[src/rtl/tile_sched_pkg.sv]
// Shared types and constants for the tile scheduler: FSM states, tile strides,
// and the layout of a 2x2 result tile in memory.
package tile_sched_pkg;

    typedef enum logic [3:0] {
        IDLE     = 4'd0,
        FETCH_A  = 4'd1,
        WAIT_A   = 4'd2,
        FETCH_B  = 4'd3,
        WAIT_B   = 4'd4,
        ISSUE    = 4'd5,
        WAIT_RES = 4'd6,
        WRITE    = 4'd7,
        WRESP    = 4'd8,
        DONE     = 4'd9
    } state_t;

    localparam int TILE_BYTES  = 4;
    localparam int CTILE_BYTES = 16;

    localparam int C11_OFF = 0;
    localparam int C12_OFF = 4;
    localparam int C21_OFF = 8;
    localparam int C22_OFF = 12;

    typedef struct packed {
        logic [31:0] c11;
        logic [31:0] c12;
        logic [31:0] c21;
        logic [31:0] c22;
    } res_tile_t;

    function automatic logic [3:0] res_word_off(input logic [1:0] idx);
        case (idx)
            2'd0:    return 4'(C11_OFF);
            2'd1:    return 4'(C12_OFF);
            2'd2:    return 4'(C21_OFF);
            default: return 4'(C22_OFF);
        endcase
    endfunction

    function automatic logic [31:0] res_word_sel(input res_tile_t r, input logic [1:0] idx);
        case (idx)
            2'd0:    return r.c11;
            2'd1:    return r.c12;
            2'd2:    return r.c21;
            default: return r.c22;
        endcase
    endfunction

endpackage

[src/rtl/tile_addr_gen.sv]
// Walks (i,j,k) over a TxT tile grid and keeps A/B/C addresses incrementally (no multipliers).
// Zero latency: addresses and last flags reflect the current step; advances only on step_k/step_tile.
module tile_addr_gen
    import tile_sched_pkg::*;
#(
    parameter int ADDR_W = 32
) (
    input  logic              clk,
    input  logic              reset,
    input  logic              init,
    input  logic              step_k,
    input  logic              step_tile,
    input  logic [16:0]       tiles,
    input  logic [ADDR_W-1:0] a_base,
    input  logic [ADDR_W-1:0] b_base,
    input  logic [ADDR_W-1:0] c_base,
    output logic [ADDR_W-1:0] a_addr,
    output logic [ADDR_W-1:0] b_addr,
    output logic [ADDR_W-1:0] c_addr,
    output logic              last_k,
    output logic              last_tile
);

    logic [16:0]       t_q, t_d;
    logic [16:0]       i_q, i_d, j_q, j_d, k_q, k_d;
    logic [ADDR_W-1:0] stride_q, stride_d;
    logic [ADDR_W-1:0] b_base_q, b_base_d;
    logic [ADDR_W-1:0] a_ptr_q, a_ptr_d, a_row_q, a_row_d;
    logic [ADDR_W-1:0] b_ptr_q, b_ptr_d, b_col_q, b_col_d;
    logic [ADDR_W-1:0] c_ptr_q, c_ptr_d;

    assign a_addr    = a_ptr_q;
    assign b_addr    = b_ptr_q;
    assign c_addr    = c_ptr_q;
    assign last_k    = (k_q == t_q - 17'd1);
    assign last_tile = (i_q == t_q - 17'd1) && (j_q == t_q - 17'd1);

    always_comb begin
        t_d      = t_q;
        i_d      = i_q;
        j_d      = j_q;
        k_d      = k_q;
        stride_d = stride_q;
        b_base_d = b_base_q;
        a_ptr_d  = a_ptr_q;
        a_row_d  = a_row_q;
        b_ptr_d  = b_ptr_q;
        b_col_d  = b_col_q;
        c_ptr_d  = c_ptr_q;
        if (init) begin
            t_d      = tiles;
            // One row of tile words is 4*T bytes
            stride_d = ADDR_W'({tiles, 2'b00});
            b_base_d = b_base;
            i_d      = '0;
            j_d      = '0;
            k_d      = '0;
            a_ptr_d  = a_base;
            a_row_d  = a_base;
            b_ptr_d  = b_base;
            b_col_d  = b_base;
            c_ptr_d  = c_base;
        end else if (step_tile) begin
            k_d     = '0;
            c_ptr_d = c_ptr_q + ADDR_W'(CTILE_BYTES);
            if (j_q == t_q - 17'd1) begin
                j_d     = '0;
                i_d     = i_q + 17'd1;
                a_row_d = a_row_q + stride_q;
                a_ptr_d = a_row_q + stride_q;
                b_col_d = b_base_q;
                b_ptr_d = b_base_q;
            end else begin
                j_d     = j_q + 17'd1;
                a_ptr_d = a_row_q;
                b_col_d = b_col_q + ADDR_W'(TILE_BYTES);
                b_ptr_d = b_col_q + ADDR_W'(TILE_BYTES);
            end
        end else if (step_k) begin
            k_d     = k_q + 17'd1;
            a_ptr_d = a_ptr_q + ADDR_W'(TILE_BYTES);
            b_ptr_d = b_ptr_q + stride_q;
        end
    end

    always_ff @(posedge clk) begin
        if (reset) begin
            t_q      <= '0;
            i_q      <= '0;
            j_q      <= '0;
            k_q      <= '0;
            stride_q <= '0;
            b_base_q <= '0;
            a_ptr_q  <= '0;
            a_row_q  <= '0;
            b_ptr_q  <= '0;
            b_col_q  <= '0;
            c_ptr_q  <= '0;
        end else begin
            t_q      <= t_d;
            i_q      <= i_d;
            j_q      <= j_d;
            k_q      <= k_d;
            stride_q <= stride_d;
            b_base_q <= b_base_d;
            a_ptr_q  <= a_ptr_d;
            a_row_q  <= a_row_d;
            b_ptr_q  <= b_ptr_d;
            b_col_q  <= b_col_d;
            c_ptr_q  <= c_ptr_d;
        end
    end

endmodule

[src/rtl/tile_scheduler.sv]
// Sequences a full int8 matmul on the 2x2 core: fetch A/B tiles, hand pairs to the feeder, write C back.
// 5 cycles per k step, 8 per result write-back at zero wait; stalls in place on gnt/rvalid/ready/res_valid.
module tile_scheduler
    import tile_sched_pkg::*;
#(
    parameter int ADDR_W = 32
) (
    input  logic              clk,
    input  logic              reset,
    input  logic              start,
    input  logic [17:0]       size,
    input  logic [ADDR_W-1:0] a_base,
    input  logic [ADDR_W-1:0] b_base,
    input  logic [ADDR_W-1:0] c_base,
    output logic              busy,
    output logic              done,
    output logic              err,
    output logic              mem_req,
    output logic              mem_we,
    output logic [ADDR_W-1:0] mem_addr,
    output logic [ADDR_W-1:0] mem_wdata,
    input  logic              mem_gnt,
    input  logic              mem_rvalid,
    input  logic [ADDR_W-1:0] mem_rdata,
    output logic              pair_valid,
    input  logic              pair_ready,
    output logic [31:0]       pair_a,
    output logic [31:0]       pair_b,
    output logic              pair_last,
    input  logic              res_valid,
    output logic              res_ready,
    input  logic [31:0]       res_c11,
    input  logic [31:0]       res_c12,
    input  logic [31:0]       res_c21,
    input  logic [31:0]       res_c22
);

    state_t      state_q, state_d;
    logic [31:0] pair_a_q, pair_a_d;
    logic [31:0] pair_b_q, pair_b_d;
    res_tile_t   res_q, res_d;
    logic [1:0]  word_q, word_d;
    logic        err_q, err_d;

    logic              init, step_k, step_tile;
    logic              last_k, last_tile, size_bad;
    logic [ADDR_W-1:0] a_addr, b_addr, c_addr;

    assign size_bad = (size == 18'd0) || size[0];
    assign busy     = (state_q != IDLE);
    assign err      = err_q;
    assign pair_a   = pair_a_q;
    assign pair_b   = pair_b_q;

    tile_addr_gen #(.ADDR_W(ADDR_W)) u_addr_gen (
        .clk       (clk),
        .reset     (reset),
        .init      (init),
        .step_k    (step_k),
        .step_tile (step_tile),
        .tiles     (size[17:1]),
        .a_base    (a_base),
        .b_base    (b_base),
        .c_base    (c_base),
        .a_addr    (a_addr),
        .b_addr    (b_addr),
        .c_addr    (c_addr),
        .last_k    (last_k),
        .last_tile (last_tile)
    );

    always_comb begin
        state_d    = state_q;
        pair_a_d   = pair_a_q;
        pair_b_d   = pair_b_q;
        res_d      = res_q;
        word_d     = word_q;
        err_d      = err_q;
        init       = 1'b0;
        step_k     = 1'b0;
        step_tile  = 1'b0;
        mem_req    = 1'b0;
        mem_we     = 1'b0;
        mem_addr   = '0;
        mem_wdata  = '0;
        pair_valid = 1'b0;
        pair_last  = 1'b0;
        res_ready  = 1'b0;
        done       = 1'b0;
        case (state_q)
            IDLE: begin
                if (start) begin
                    err_d = size_bad;
                    if (size_bad) begin
                        state_d = DONE;
                    end else begin
                        init    = 1'b1;
                        state_d = FETCH_A;
                    end
                end
            end
            FETCH_A: begin
                mem_req  = 1'b1;
                mem_addr = a_addr;
                if (mem_gnt) state_d = WAIT_A;
            end
            WAIT_A: begin
                if (mem_rvalid) begin
                    pair_a_d = 32'(mem_rdata);
                    state_d  = FETCH_B;
                end
            end
            FETCH_B: begin
                mem_req  = 1'b1;
                mem_addr = b_addr;
                if (mem_gnt) state_d = WAIT_B;
            end
            WAIT_B: begin
                if (mem_rvalid) begin
                    pair_b_d = 32'(mem_rdata);
                    state_d  = ISSUE;
                end
            end
            ISSUE: begin
                pair_valid = 1'b1;
                pair_last  = last_k;
                if (pair_ready) begin
                    if (last_k) begin
                        state_d = WAIT_RES;
                    end else begin
                        step_k  = 1'b1;
                        state_d = FETCH_A;
                    end
                end
            end
            WAIT_RES: begin
                res_ready = 1'b1;
                if (res_valid) begin
                    res_d   = '{c11: res_c11, c12: res_c12, c21: res_c21, c22: res_c22};
                    word_d  = 2'd0;
                    state_d = WRITE;
                end
            end
            WRITE: begin
                mem_req   = 1'b1;
                mem_we    = 1'b1;
                mem_addr  = c_addr + ADDR_W'(res_word_off(word_q));
                mem_wdata = ADDR_W'(res_word_sel(res_q, word_q));
                if (mem_gnt) state_d = WRESP;
            end
            WRESP: begin
                if (mem_rvalid) begin
                    if (word_q == 2'd3) begin
                        if (last_tile) begin
                            state_d = DONE;
                        end else begin
                            step_tile = 1'b1;
                            state_d   = FETCH_A;
                        end
                    end else begin
                        word_d  = word_q + 2'd1;
                        state_d = WRITE;
                    end
                end
            end
            DONE: begin
                done    = 1'b1;
                state_d = IDLE;
            end
            default: state_d = IDLE;
        endcase
    end

    always_ff @(posedge clk) begin
        if (reset) begin
            state_q  <= IDLE;
            pair_a_q <= '0;
            pair_b_q <= '0;
            res_q    <= '0;
            word_q   <= '0;
            err_q    <= 1'b0;
        end else begin
            state_q  <= state_d;
            pair_a_q <= pair_a_d;
            pair_b_q <= pair_b_d;
            res_q    <= res_d;
            word_q   <= word_d;
            err_q    <= err_d;
        end
    end

endmodule

[config.mk]
export PLATFORM = sky130hd
export DESIGN_NAME = tile_scheduler
export DESIGN_NICKNAME = d
export VERILOG_FILES = /design/src/rtl/tile_sched_pkg.sv /design/src/rtl/tile_addr_gen.sv /design/src/rtl/tile_scheduler.sv
export SDC_FILE = /design/constraint.sdc
export NUM_CORES = 1
export LEC_CHECK = 0
export ABC_CLOCK_PERIOD_IN_PS = 5800
export CORE_MARGIN = 2
export CORE_UTILIZATION = 47
export CTS_BUF_LIST = sky130_fd_sc_hd__clkbuf_4 sky130_fd_sc_hd__clkbuf_8
export DETAILED_ROUTE_END_ITERATION = 8
export GPL_ROUTABILITY_DRIVEN = 0
export PLACE_DENSITY = 0.72
export SYNTH_ARGS = -nofsm -noshare
export SYNTH_HDL_FRONTEND = slang
export SYNTH_SLANG_ARGS = --single-unit
[constraint.sdc]
create_clock -name clk -period 5.8 [get_ports clk]
set_input_delay 0.87 -clock clk [delete_from_list [all_inputs] [get_ports clk]]
set_output_delay 0.87 -clock clk [all_outputs]
set_load 0.005 [all_outputs]
==> metrics.sh, run 1 <==
OUTCOME='finished, violations left'
FAILED_CHECKS='design-rule violations'
AVGROUTEDWIREPERCELL_UM=20.2
DIE_HEIGHT_UM=235
TNS_NS=0
CRIT-REG2REG-LAUNCH='u_addr_gen.t_q[0]$_SDFFE_PP0P_'
NUM_ROWS=84
POST-ROUTE-MIN-PERIOD_NS=5.56
CLOCKROOTBUFFER='clkbuf_8'
FINAL_UTIL=0.596
TRANSITION_AT_THE_PIN_WITH_THE_SMALLEST_MAX_TRANSITION_SLACK_NS=1.04
LAYOUT-AREA-OVERHEAD-VS-SYNTH_PCT=25.3
MAX-CLOCK-PATH-BUFFERS=3
FIN_SKEW_NS=0.0457
WORST_R2R_PATH_DEPTH=11
PLACEDINSTANCEAREA_UM2=29500
INITIAL_ANTENNA_VIOLATION_COUNT=9
POSTROUTEANTENNANETS=0
RSZ0062_AT_GRT='false'
ENDPOINT_KIND='output pin'
FRACTION_OF_FINAL_LAYOUT_CELLS_SIZED_BEYOND_DRIVE_STRENGTH_1=0.0701
DETAILEDROUTE.FIRSTITERATIONVIOLATIONS=2885
GLOBAL_ROUTE_WIRE_LENGTH_BEFORE_REPAIR_UM=133000
POST_SYNTH.CELL_AREA_AVG_UM2=7.58
WHS_PATH_DEPTH=2
PRE_CTS_WS_NS=0.909
YOSYS_WARNINGS=0
CRITICAL_PATH_REQUIRED_NS=4.93
YOSYS_MOST_USED_DFF='dfxtp_1'
CORE_AREA_UM2=52600
NUMBER_OF_ENABLE_TYPE_REGISTER_CELLS_IN_THE_SYNTHESIZED_NETLIST=0
DRC=15
FINAL_WIRELENGTH_UM=87800
FIN_CRIT_SH=0.959
FILL_CELLS=4918
TOTAL_I_O_PIN_COUNT=417
COUNT_OF_BUFFERS_FROM_PORT_BUFFERING=416
FINAL_NETS=3934
FINAL-SETUP-VIOL-COUNT=0
POST-CTS-SETUP-BUFFERS=0
GRT_MAX_DEGREE=146
CLOCK-SINKS=459
CAP_VIOL_MAX_COUNT=0
POWER-PER-CELL-AREA_nW_PER_UM2=325
INSERTION_DELAY_NS=0.70
START_KIND='register'
CLK_PIN_SLEW_NS=0.06
ACHIEVABLE-FREQUENCY_MHz=180
ASYNCSETRESETFLOPFRACSYNTH=0
TIMING.RR.END='u_addr_gen.b_addr[12]$_SDFFE_PP0P_'
SYNTH_TOP_CELLS_BY_AREA='dfxtp_1 (37%), nand2_1 (9.9%), a21oi_1 (8.5%), nor2_1 (5.0%), xnor2_1 (4.7%)'
CTS_TREE='built'
WORSTPATHARRIVAL_NS=4.69
GRT_PASS1_VIAS=23300
MIN_PATH_TYPE='register to register'
YOSYS_REGISTER_BITS=459
PATH_MAX_FANOUT=14
SEQUENTIAL_TO_TOTAL_AREA_SHARE_FROM_YOSYS_STAT=0.368
DIE_X_UM=235
VDD_IR_DROP_MAX_mV=0.196
POSTSYNTHNETCOUNT=3625
SYNTHCELLS=3294
SYNTH_AREA_UM2=25000
FINAL.SETUP.WORST_SLACK_NS=0.241
RELSLEWSLACK=0.306
DIE_AREA_UM2=55000
REGTOREGSETUPSLACK_NS=0.97
TYPE_OF_THE_WORST_SETUP_PATH='register to output pin'
POWER.LEAKAGE_nW=11.1
VIA_PER_INST=5.90
YOSYS.AREA.TOP_TYPE='dfxtp_1'
POST_ROUTE_CELL_AREA_UM2=31300
NUM_VIAS=25700
PROPORTION_OF_NETLIST_AREA_HELD_BY_THE_LARGEST_AREA_CONTRIBUTOR=0.368
DP.FINAL_HPWL_UM=62700
CLOCK_TREE.HTREE_LEVEL_COUNT=3
GRT-OVFL-TOTAL=0
GLOBALROUTETOTALUTIL=0.307
MIN_FROM='res_q[54]$_SDFFE_PP0P_'
MIN_TO='res_q[54]$_SDFFE_PP0P_'
NUMCTSBUFFERS=82
TIMING.FINAL.MAX_SLEW_VIOLATIONS=0
FIRST_PASS_ITERS=9
POST_SYNTH_NUM_CELL_TYPES=99
TIMING.FINAL.HOLD_VIOLATIONS=0
FLOORPLAN.INITIALDENSITY=0.475
==> repair_timing <==
item                                    in CTS  in global routing
resized for setup                            0                  2
hold buffers                                 0                  0
endpoints found under the setup margin       0                  1
==> placed cells by master, fill, tap and decap left out, drive strengths merged, types with 72 or more instances in the layout <==
cell / n
a21oi: 427
clkbuf: 130
clkdlybuf4s50: 415
dfxtp: 459
nand2: 658
nand3: 83
nor2: 333
nor3: 73
o21ai: 131
xnor2: 135
xor2: 72
==> cell usage after synthesis (29+ instances only) <==
master	count
xor2_1	72
a22oi_1	30
o21ai_0	124
nand3_1	81
xnor2_1	135
a211oi_1	29
dfxtp_1	459
nor2_1	330
clkbuf_1	174
a222oi_1	37
a21oi_1	423
nor3_1	71
and3_1	47
inv_1	55
buf_2	32
nand2_1	657
nand4_1	41
ha_1	47
==> critical path, cell delays in order, from the launching register on <==
cell,delay (ns)
dfxtp_1,0.45
inv_1,0.11
ha_1,0.32
or3b_1,0.65
nor3_4,0.45
nand2_1,0.18
a221oi_1,0.31
or4b_1,0.54
or2_1,0.31
nor2_1,0.14
clkdlybuf4s50_1,0.55
==> cell families (layout without fill, tap and decap cells) <==
family,Yosys count,after routing,share of synthesized area
other,0,1,0
AOI/OAI and AO/OA,867,867,0.216
xor gates and xnor gates,218,218,0.0825
buffers and inverters,288,662,0.0480
muxes,24,24,0.00972
and+or+nand+nor,1388,1388,0.250
DFF,459,459,0.368
adders and majority gates,50,50,0.0259
==> state kept, by name (all words and copies together) (netlist names), 32 cells and up <==
| signal | cells |
|---|---|
| u_addr_gen.b_base_q | 32 |
| u_addr_gen.c_addr | 32 |
| res_q | 128 |
| u_addr_gen.a_row_q | 32 |
| u_addr_gen.b_col_q | 32 |
| pair_a | 32 |
| u_addr_gen.b_addr | 32 |
| pair_b | 32 |
| u_addr_gen.a_addr | 32 |
==> through the flow <==
stage / power, mW / instances / hold slack, ns
floorplan: 5.72 / 3294 / 0.431
global placement: 6.77 / 4207 / 0.441
detailed placement: 6.78 / 4207 / 0.445
CTS: 10.1 / 4356 / 0.454
global route: 10.6 / 4357 / 0.467
finish: 10.2 / 4357 / 0.451
==> power by group <==
group / leakage, nW / switching [mW] / total [mW] / internal, mW
logic: 6.42 / 1.72 / 2.93 / 1.21
registers: 3.72 / 0.442 / 3.89 / 3.45
clock network: 0.960 / 1.45 / 3.35 / 1.90
total: 11.1 / 3.61 / 10.2 / 6.57
==> final cells by class <==
class                      instances  area, um^2  area share
multi-input combinational       2547       14700       0.469
sequential                       459        9190       0.294
timing repair buffer             458        4530       0.145
clock buffer                     130        1600      0.0512
tap                              688         861      0.0275
clock inverter                    19         214     0.00684
inverter                          55         206     0.00660
antenna                            1        2.50   0.0000800
==> routing by layer <==
| layer | routed length, um | share of wire | vias up | global-route usage |
|---|---|---|---|---|
| met3 | 9350 | 0.11 | 271 | 0.0936 |
| met2 | 39100 | 0.44 | 1258 | 0.475 |
| li1 | - | - | 12200 | - |
| met1 | 35400 | 0.40 | 11900 | 0.397 |
| met5 | 110 | 0.0013 | - | 0 |
| met4 | 3900 | 0.044 | 16 | 0.131 |
==> worst max-delay path by stage <==
stage	from	endpoint	slack (ns)	cells after the start
floorplan	u_addr_gen.t_q[0]$_SDFFE_PP0P_	pair_last	1.85	13
global placement	u_addr_gen.t_q[1]$_SDFFE_PP0P_	pair_last	0.98	10
detailed placement	u_addr_gen.t_q[1]$_SDFFE_PP0P_	pair_last	0.91	10
CTS	u_addr_gen.t_q[0]$_SDFFE_PP0P_	pair_last	0.16	10
global route	u_addr_gen.t_q[1]$_SDFFE_PP0P_	pair_last	0.01	10
finish	u_addr_gen.t_q[0]$_SDFFE_PP0P_	pair_last	0.24	10
No activity file was read; power rests on OpenSTA's default activity.
==> run 2: changes to the inputs <==
CORE_MARGIN = not set   (was 2)
==> run 2 against run 1 <==
- the run now ends clean
- final area barely moved
- clock-buffer cell count did not move
- worst hold slack got worse by 0.00063 ns
- first-iteration DRC count fell by 17%
- critical path depth did not move
- worst setup slack got worse by 0.0062 ns
- sequential power barely moved
- utilization barely moved
- critical path type unchanged
==> metrics.sh, run 2 (synthesis gave the netlist of run 1 again) <==
OUTCOME='complete, no violations'  # was finished, violations left
TNS_NS=0  # unchanged
MIN_PATH_TYPE='register to register'  # unchanged
COUNT_OF_BUFFERS_FROM_PORT_BUFFERING=416  # unchanged
DIE_X_UM=233  # was 235 um
CLOCKROOTBUFFER='clkbuf_8'  # unchanged
INSERTION_DELAY_NS=0.70  # about the same
FINAL_WIRELENGTH_UM=87100  # was 87800 um
TYPE_OF_THE_WORST_SETUP_PATH='register to output pin'  # unchanged
POST-ROUTE-MIN-PERIOD_NS=5.57  # was 5.56 ns
RSZ0062_AT_GRT='false'  # unchanged
MOST_COMMON_CELL_AFTER_LAYOUT_FILL_AND_TAPS_ASIDE='nand2_1'  # unchanged
POWER.LEAKAGE_nW=11.1  # about the same
VIA_PER_INST=5.85  # was 5.90
DIE_HEIGHT_UM=233  # was 235 um
VDD_IR_DROP_MAX_mV=0.218  # was 0.196 mV
FINAL_NETS=3942  # was 3934
CLOCK-SINKS=459  # unchanged
WORST-PATH-BUF-INV=2  # unchanged
FRACTION_OF_FINAL_LAYOUT_CELLS_SIZED_BEYOND_DRIVE_STRENGTH_1=0.0713  # was 0.0701
CLK_PIN_SLEW_NS=0.06  # about the same
AVGROUTEDWIREPERCELL_UM=20.0  # was 20.2 um
MULTIINPUTGATEAREA_UM2=14700  # about the same
CRIT_SLOWEST_CELL='or3b_1'  # unchanged
CLOCK_TREE.HTREE_LEVEL_COUNT=3  # unchanged
FIN_SKEW_NS=0.0545  # was 0.0457 ns
WORSTPATHARRIVAL_NS=4.70  # was 4.69 ns
TIMING.FINAL.HOLD_VIOLATIONS=0  # unchanged
DP.FINAL_HPWL_UM=61600  # was 62700 um
CAP_VIOL_MAX_COUNT=0  # unchanged
POWER-PER-CELL-AREA_nW_PER_UM2=325  # about the same
MAX_FLOP_REGISTER='res_q'  # unchanged
WORST_R2R_PATH_DEPTH=13  # was 11
ENDPOINT_KIND='output pin'  # unchanged
CTS_TREE='built'  # unchanged
CRIT_PATH_CELL_TRACE='inv_1 > ha_1 > or3b_1 > nor3_4 > nand2_1 > a221oi_1 > or4b_1 > or2_1 > nor2_1 > clkdlybuf4s50_1'  # unchanged
GLOBAL_ROUTE_WIRE_LENGTH_BEFORE_REPAIR_UM=133000  # about the same
TOTAL_I_O_PIN_COUNT=417  # unchanged
FIN_CRIT_SH=0.960  # was 0.959
INITIAL_ANTENNA_VIOLATION_COUNT=7  # was 9
FILL_CELLS=4875  # was 4918
CORE_AREA_UM2=52600  # unchanged
HIGHEST_COUNT_CELLS_IN_THE_LAYOUT_IGNORING_FILL_AND_TAPS='nand2_1 (655), dfxtp_1 (459), a21oi_1 (423), clkdlybuf4s50_1 (415), nor2_1 (327)'  # unchanged
CRITICAL_PATH.MAX_STAGE_DELAY_NS=0.67  # was 0.65 ns
CRIT_FAMILY='simple AND/OR/NAND/NOR gates'  # unchanged
NUM_ROWS=84  # unchanged
CRITICAL_PATH_REQUIRED_NS=4.93  # about the same
NUM_VIAS=25500  # was 25.7k
TIMING.FINAL.MAX_SLEW_VIOLATIONS=0  # unchanged
GLOBALROUTETOTALUTIL=0.312  # was 0.307
RELSLEWSLACK=0.118  # was 0.306
LARGEST_REGISTER_FFS=128  # unchanged
GRT_PASS1_VIAS=23400  # was 23.3k
FINAL_UTIL=0.596  # about the same
START_KIND='register'  # unchanged
DETAILEDROUTE.FIRSTITERATIONVIOLATIONS=2390  # was 2885
GRT-OVFL-TOTAL=0  # unchanged
DRC=0  # was 15
FF_LATCH_AREA_UM2=9190  # unchanged
FLOORPLAN.INITIALDENSITY=0.475  # unchanged
HOLD_BUFFERS=0  # unchanged
FIRST_PASS_ITERS=6  # was 9
CRIT_CELLS=10  # unchanged
LAYOUT-AREA-OVERHEAD-VS-SYNTH_PCT=25.3  # about the same
GRT_MAX_DEGREE=103  # was 146
ACHIEVABLE-FREQUENCY_MHz=180  # about the same
NUMCTSBUFFERS=82  # unchanged
TRANSITION_AT_THE_PIN_WITH_THE_SMALLEST_MAX_TRANSITION_SLACK_NS=1.31  # was 1.04 ns
PATH_MAX_FANOUT=14  # unchanged
WHS_PATH_DEPTH=2  # unchanged
FINAL-SETUP-VIOL-COUNT=0  # unchanged
POSTROUTEANTENNANETS=0  # unchanged
DIE_AREA_UM2=54100  # was 55000 um^2
MAX-CLOCK-PATH-BUFFERS=3  # unchanged
run 2: layout make-up:
cell class	count	area share
inverter	55	0.00659
tap	688	0.0275
antenna	1	0.0000799
timing repair buffer	466	0.146
sequential	459	0.293
clock buffer	130	0.0517
multi-input combinational	2547	0.469
clock inverter	17	0.00627
run 2: timing repair:
item / in CTS / in global routing
buffers inserted: 0 / 0
setup endpoints to repair: 0 / 1
resized for setup: 0 / 2
run 2: layer usage:
layer	routed length, um	track usage
met5	64	0
met4	3130	0.116
met2	39800	0.496
met3	9040	0.0893
met1	35000	0.400
run 2: power breakdown:
| group | switching, mW | internal, mW | leakage [nW] |
|---|---|---|---|
| combinational | 1.73 | 1.22 | 6.45 |
| clock | 1.43 | 1.91 | 0.959 |
| sequential | 0.433 | 3.45 | 3.72 |
| total | 3.59 | 6.58 | 11.1 |
run 2: metrics by stage:
step | total power, mW | cells | area (um^2) | setup slack, ns | hold slack (ns)
after floorplan | 5.72 | 3294 | 25000 | 1.85 | 0.431
after global placement | 6.78 | 4215 | 29500 | 0.939 | 0.441
after detailed placement | 6.80 | 4215 | 29500 | 0.849 | 0.446
after CTS | 10.1 | 4362 | 31300 | 0.124 | 0.453
after global routing | 10.6 | 4362 | 31300 | 0.0503 | 0.468
final | 10.2 | 4363 | 31300 | 0.234 | 0.450
run 2: worst paths after layout:
kind	from	endpoint	slack, ns
hold / removal	pair_a[29]$_SDFFE_PP0P_	pair_a[29]$_SDFFE_PP0P_	0.45
hold reg to reg	pair_a[29]$_SDFFE_PP0P_	pair_a[29]$_SDFFE_PP0P_	0.45
setup / recovery	u_addr_gen.t_q[1]$_SDFFE_PP0P_	pair_last	0.23
setup reg to reg	u_addr_gen.t_q[1]$_SDFFE_PP0P_	u_addr_gen.a_addr[11]$_SDFFE_PP0P_	0.98
run 2: worst min-delay path, stage by stage, from the launching register on:
cell     delay [ns]
dfxtp_1        0.30
nand2_1        0.05
a21oi_1        0.05
